<file path="src/rtl/alu_pkg.sv">
// Shared constants for the ALU request arbiter: widths, ALU control codes,
// flag bit positions and the response slot state type.
package alu_pkg;

    localparam int unsigned DATA_W = 16;
    localparam int unsigned CTRL_W = 4;

    localparam logic [CTRL_W-1:0] ALU_XOR  = 4'b1000;
    localparam logic [CTRL_W-1:0] ALU_NAND = 4'b0100;
    localparam logic [CTRL_W-1:0] ALU_SLL  = 4'b1100;

    // Positions inside the 3-bit {v,n,z} flag vector
    localparam int unsigned FLG_V = 2;
    localparam int unsigned FLG_N = 1;
    localparam int unsigned FLG_Z = 0;

    typedef enum logic {
        SlotEmpty = 1'b0,
        SlotFull  = 1'b1
    } slot_state_e;

endpackage

</file>
<file path="src/rtl/alu_rsp_slot.sv">
// One-entry response buffer. Captures the ALU result on accept and holds it
// until the consumer takes it; a consume and a new capture may coincide.
module alu_rsp_slot
    import alu_pkg::*;
#(
    parameter int unsigned DATA_W = alu_pkg::DATA_W
) (
    input  logic              clk,
    input  logic              rst_n,
    input  logic              accept,
    input  logic              rsp_rdy,
    input  logic [DATA_W-1:0] cap_data,
    input  logic [2:0]        cap_flags,
    output logic              rsp_vld,
    output logic [DATA_W-1:0] rsp_data,
    output logic [2:0]        rsp_flags,
    output logic              free
);

    slot_state_e       state_q, state_d;
    logic [DATA_W-1:0] data_q;
    logic [2:0]        flags_q;

    // Slot occupancy register
    always_ff @(posedge clk or negedge rst_n) begin
        if (!rst_n) begin
            state_q <= SlotEmpty;
        end else begin
            state_q <= state_d;
        end
    end

    // Occupancy next state: a new capture always wins over a consume
    always_comb begin
        state_d = state_q;
        case (state_q)
            SlotEmpty: if (accept) state_d = SlotFull;
            SlotFull:  if (!accept && rsp_rdy) state_d = SlotEmpty;
            default:   state_d = SlotEmpty;
        endcase
    end

    // Payload is only written on accept, so it stays stable while held
    always_ff @(posedge clk or negedge rst_n) begin
        if (!rst_n) begin
            data_q  <= '0;
            flags_q <= '0;
        end else if (accept) begin
            data_q  <= cap_data;
            flags_q <= cap_flags;
        end
    end

    assign rsp_vld   = (state_q == SlotFull);
    assign rsp_data  = data_q;
    assign rsp_flags = flags_q;
    // A held entry being consumed this cycle already frees the slot
    assign free      = !rsp_vld | rsp_rdy;

endmodule

</file>
<file path="src/rtl/alu_req_arb.sv">
// Round-robin arbiter sharing one external combinational ALU between two
// requesters, with a one-entry response buffer per port.
module alu_req_arb
    import alu_pkg::*;
#(
    parameter int unsigned DATA_W = alu_pkg::DATA_W,
    parameter int unsigned CTRL_W = alu_pkg::CTRL_W,
    parameter int unsigned CNT_W  = 16
) (
    input  logic              clk,
    input  logic              rst_n,

    input  logic              req0_vld,
    output logic              req0_rdy,
    input  logic [DATA_W-1:0] req0_a,
    input  logic [DATA_W-1:0] req0_b,
    input  logic [CTRL_W-1:0] req0_ctrl,

    input  logic              req1_vld,
    output logic              req1_rdy,
    input  logic [DATA_W-1:0] req1_a,
    input  logic [DATA_W-1:0] req1_b,
    input  logic [CTRL_W-1:0] req1_ctrl,

    output logic              rsp0_vld,
    input  logic              rsp0_rdy,
    output logic [DATA_W-1:0] rsp0_data,
    output logic [2:0]        rsp0_flags,

    output logic              rsp1_vld,
    input  logic              rsp1_rdy,
    output logic [DATA_W-1:0] rsp1_data,
    output logic [2:0]        rsp1_flags,

    output logic [DATA_W-1:0] alu_a,
    output logic [DATA_W-1:0] alu_b,
    output logic [CTRL_W-1:0] alu_ctrl,
    input  logic [DATA_W-1:0] alu_res,
    input  logic              alu_v,
    input  logic              alu_n,
    input  logic              alu_z,

    output logic [CNT_W-1:0]  issue_cnt
);

    logic             ptr_q;
    logic [CNT_W-1:0] cnt_q;
    logic             free0, free1;
    logic             acc0, acc1;
    logic [2:0]       alu_flags;

    // Ready never depends on the port's own valid; the ptr port wins a tie
    assign req0_rdy = free0 & (~ptr_q | ~(req1_vld & free1));
    assign req1_rdy = free1 & ( ptr_q | ~(req0_vld & free0));
    assign acc0     = req0_vld & req0_rdy;
    assign acc1     = req1_vld & req1_rdy;

    always_comb begin
        alu_flags        = '0;
        alu_flags[FLG_V] = alu_v;
        alu_flags[FLG_N] = alu_n;
        alu_flags[FLG_Z] = alu_z;
    end

    // Steer the accepted port's operands to the ALU; idle drives zeros
    always_comb begin
        alu_a    = '0;
        alu_b    = '0;
        alu_ctrl = '0;
        if (acc0) begin
            alu_a    = req0_a;
            alu_b    = req0_b;
            alu_ctrl = req0_ctrl;
        end else if (acc1) begin
            alu_a    = req1_a;
            alu_b    = req1_b;
            alu_ctrl = req1_ctrl;
        end
    end

    // Round-robin pointer flips to the other port after each grant
    always_ff @(posedge clk or negedge rst_n) begin
        if (!rst_n) begin
            ptr_q <= 1'b0;
        end else if (acc0) begin
            ptr_q <= 1'b1;
        end else if (acc1) begin
            ptr_q <= 1'b0;
        end
    end

    // Saturating count of accepted requests
    always_ff @(posedge clk or negedge rst_n) begin
        if (!rst_n) begin
            cnt_q <= '0;
        end else if ((acc0 | acc1) && !(&cnt_q)) begin
            cnt_q <= cnt_q + CNT_W'(1);
        end
    end

    assign issue_cnt = cnt_q;

    alu_rsp_slot #(
        .DATA_W (DATA_W)
    ) u_slot0 (
        .clk       (clk),
        .rst_n     (rst_n),
        .accept    (acc0),
        .rsp_rdy   (rsp0_rdy),
        .cap_data  (alu_res),
        .cap_flags (alu_flags),
        .rsp_vld   (rsp0_vld),
        .rsp_data  (rsp0_data),
        .rsp_flags (rsp0_flags),
        .free      (free0)
    );

    alu_rsp_slot #(
        .DATA_W (DATA_W)
    ) u_slot1 (
        .clk       (clk),
        .rst_n     (rst_n),
        .accept    (acc1),
        .rsp_rdy   (rsp1_rdy),
        .cap_data  (alu_res),
        .cap_flags (alu_flags),
        .rsp_vld   (rsp1_vld),
        .rsp_data  (rsp1_data),
        .rsp_flags (rsp1_flags),
        .free      (free1)
    );

endmodule

</file>
<file path="config.mk">
export PLATFORM = sky130hd
export DESIGN_NAME = alu_req_arb
export DESIGN_NICKNAME = d
export VERILOG_FILES = /design/src/rtl/alu_pkg.sv /design/src/rtl/alu_rsp_slot.sv /design/src/rtl/alu_req_arb.sv
export SDC_FILE = /design/constraint.sdc
export NUM_CORES = 1
export LEC_CHECK = 0
export ABC_AREA = 1
export BUFFER_PORTS_ARGS = -buffer_cell sky130_fd_sc_hd__buf_2
export CAP_MARGIN = 20
export CORE_ASPECT_RATIO = 0.75
export CORE_MARGIN = 1.5
export CORE_UTILIZATION = 46
export CTS_CLUSTER_DIAMETER = 120
export DETAILED_ROUTE_END_ITERATION = 16
export PLACE_DENSITY = 0.86
export SLEW_MARGIN = 0
export SYNTH_ARGS = -nofsm -noshare
export SYNTH_HDL_FRONTEND = slang
export SYNTH_HIERARCHICAL = 1
export SYNTH_SLANG_ARGS = --single-unit
</file>
<file path="constraint.sdc">
create_clock -name clk -period 2.1 [get_ports clk]
set_input_delay 0.105 -clock clk [delete_from_list [all_inputs] [get_ports clk]]
set_output_delay 0.105 -clock clk [all_outputs]
set_load 0.005 [all_outputs]
</file>
==> results.ini <==
[pwr]
switching_share_pct = 31.86
p_int_mw = 2.725
finalPower_mw = 3.999
p_per_area_nw_per_um2 = 906.2
p_switching_mw = 1.274
p_seq_share_pct = 38.3
ir_worst_vdd_mv = 0.6740
combPwrFrac_pct = 30.0
p_clk_share_pct = 31.7
p_leak_nw = 2.588

[cells_and_area]
fin_cells = 668
nets = 677
seqCellArea_um2 = 1426
synthToLayoutAreaGrowth_pct = 46.84
multi_input_area_um2 = 1364
final_cell_area_um2 = 4413
drive_above_1_share_pct = 37.84
n_fill_cell = 502

[die]
rows = 25
dieArea_um2 = 7032
start_util_pct = 47.56
dieWidth_um = 96.34
core_area_um2 = 6319
chipHeight_um = 73
io_pins = 191

[cts]
clock_latency_ns = 0.34
cts_sinks = 57
h-tree-depth = 3
cts_setup_buffers = 0
cts_root_buffer = clkbuf_8
cts.clk_slew.worst_paths_ns = 0.07
cts_tree = done
cts-buffers-inserted = 9
clock_path_buffers = 2

[setup_path]
critPathSlowestCell = dfrtp_1
cp-end-kind = output port
slowest_delay_ns = 0.34
cp_common_cell = nand3_1
path_cells = nand2_1 > nand3_1 > nand3_1 > inv_4 > buf_6 > a22o_1 > buf_2
critPathLaunchType = flip-flop
worstPathArrival_ns = 1.90
critical_path_class = flip-flop to output port
critPathRequiredTime_ns = 2.00
cp_max_fo = 36

[timing]
max_freq_mhz = 498.1
setup_viol = 0
finalMaxSlewViolations = 0
period_share_pct = 95.60
skew_ns = 0.006742
tightest_slew_ns = 0.7227
maxSlewHeadroom_pct = 51.82
period_needed_ns = 2.008
hold_viol = 0
setup_ws_ns = 0.09239

[global_routing]
antenna_found_initial = 2
grt.overflow.total = 0
grt_max_degree = 58
grt_pass1_vias = 2954
groute.usage.overall_pct = 27.76
grt_pass1_wl_um = 14480

[placed_design]
placed_cells = 629
post_dp_cell_area_um2 = 3953
preCtsSetupSlack_ns = 0.3394
hpwl_um = 6681
io_buffers = 190
routabilityCongestion = 0.8163

[routing]
drt-total-wl_um = 9782
viasPerCell = 5.001
drc = 0
drt-initial-drc-count = 130
vias = 3341
drtAntennaViolNets = 0
avgRoutedWirePerCell_um = 14.64
first_pass_iters = 4

[logic_synthesis]
synth_cell_types = 24
synth_flop_cell = dfrtp_1
synth_nets = 469
yosysSeqAreaShare_pct = 47.46
synth_cells = 371
syn_area_um2 = 3005
synth_edf_count = 0
async_flop_share_pct = 100.0
ys_seq_elements = 57
synth.avg_cell_area_um2 = 8.101
yosys_warnings = 6

[hold_path]
hold_class = input pin to flip-flop

[run_status]
status = finished clean

[run]
max_cap_viol_count = 0

## state kept, by name, summed over array words and instances, names as in the netlist
register	count
issue_cnt	16
u_slot0/rsp_data	16
u_slot1/rsp_data	16
u_slot0/rsp_flags	3
u_slot1/rsp_flags	3
ptr_q	1
u_slot0/rsp_vld	1
u_slot1/rsp_vld	1
## logic make-up after synthesis
family                     after synthesis  synth area share [%]
AOI/OAI and AO/OA                       42                 11.95
xor gates and xnor gates                 7                 2.040
adders and majority gates                1                0.4163
buffers and inverters                   36                 7.160
DFF                                     57                 47.46
and+or+nand+nor                        228                 30.97
## critical path: cells and delay by family, from the launching register on
| kind | cells | cell delay, ns |
|---|---|---|
| compound gates | 1 | 0.19 |
| buf+inv | 3 | 0.66 |
| flops | 1 | 0.34 |
| simple gates | 3 | 0.37 |
## power groups by stage
stage               clock (mW)  sequential, mW  combinational, mW
floorplan                    0            1.55              0.602
global placement             0            1.53               1.11
detailed placement           0            1.54               1.15
CTS                       1.29            1.53               1.19
global route              1.35            1.56               1.34
finish                    1.27            1.53               1.20
## layout by cell type (no fill, tap or decap), types with 2 or more instances in the layout
cell type / count
nand2_1: 197
buf_2: 190
dfrtp_1: 57
a22o_1: 36
dlygate4sd3_1: 20
inv_1: 17
nor2_1: 10
clkbuf_8: 10
nand3_1: 7
nand4_1: 4
o21ai_0: 4
xnor2_1: 4
diode_2: 3
nor2_4: 3
xor2_1: 3
bufinv_16: 3
inv_4: 2
nor2_2: 2
nand2_2: 2
## what timing repair did
item / 4_1_cts / 5_1_grt
hold buffers: 20 / 0
endpoints found under the hold margin: 94 / 0
endpoints found under the setup margin: 36 / 36
resized for setup: 1 / 4
## cell type report
type,instances,share of cell area [%]
Sequential cell,57,32.32
Tap cell,81,2.297
Clock buffer,11,3.204
Clock inverter,5,2.325
Multi-Input combinational cell,278,30.90
Antenna cell,3,0.1701
Inverter,20,1.815
Timing Repair Buffer,213,26.96
## metrics by stage
stage	util, %	hold WS [ns]	TNS [ns]
after floorplan	-	-0.1906	0
after global placement	62.55	0.2835	0
after detailed placement	62.55	0.2903	0
after CTS	69.64	0.04599	0
after global routing	69.80	0.09260	-0.2963
final	69.84	0.08011	0
## synth_stat cells, types with 3 or more instances
library cell	n	area, µm²
a22o_1	36	315.3
buf_2	8	40.04
buf_6	4	45.04
dfrtp_1	57	1426
inv_1	17	63.81
inv_2	3	11.26
nand2_1	197	739.5
nand3_1	7	35.03
nand4_1	4	25.02
nor2_1	10	37.54
nor2_4	3	33.78
o21ai_0	4	20.02
xnor2_1	4	35.03
xor2_1	3	26.28
## final timing paths
kind                                                      start                               end  slack [ns]  cells after the start
worst max-delay path                  u_slot0/rsp_vld$_DFF_PN0_                          alu_a[2]        0.09                      7
worst min-delay path                                   rsp1_rdy         u_slot1/rsp_vld$_DFF_PN0_        0.08                      4
worst max register to register        u_slot0/rsp_vld$_DFF_PN0_   u_slot1/rsp_data[0]$_DFFE_PN0P_        0.32                      7
worst min register to register  u_slot0/rsp_data[5]$_DFFE_PN0P_   u_slot0/rsp_data[5]$_DFFE_PN0P_        0.47                      2
max in group asynchronous                                 rst_n  u_slot1/rsp_flags[0]$_DFFE_PN0P_        1.17                      3
min in group asynchronous                                 rst_n          issue_cnt[5]$_DFFE_PN0P_        0.45                      3
## per-layer routing
layer  vias to the layer above  track usage, %  share of wire, %
met5                         -               0                 0
met4                         0           13.53               2.4
met3                        18           8.333               6.3
met2                       125           41.55                49
met1                      1586           36.81                43
li1                       1612               -                 -
No activity file was read; power rests on OpenSTA's default activity.
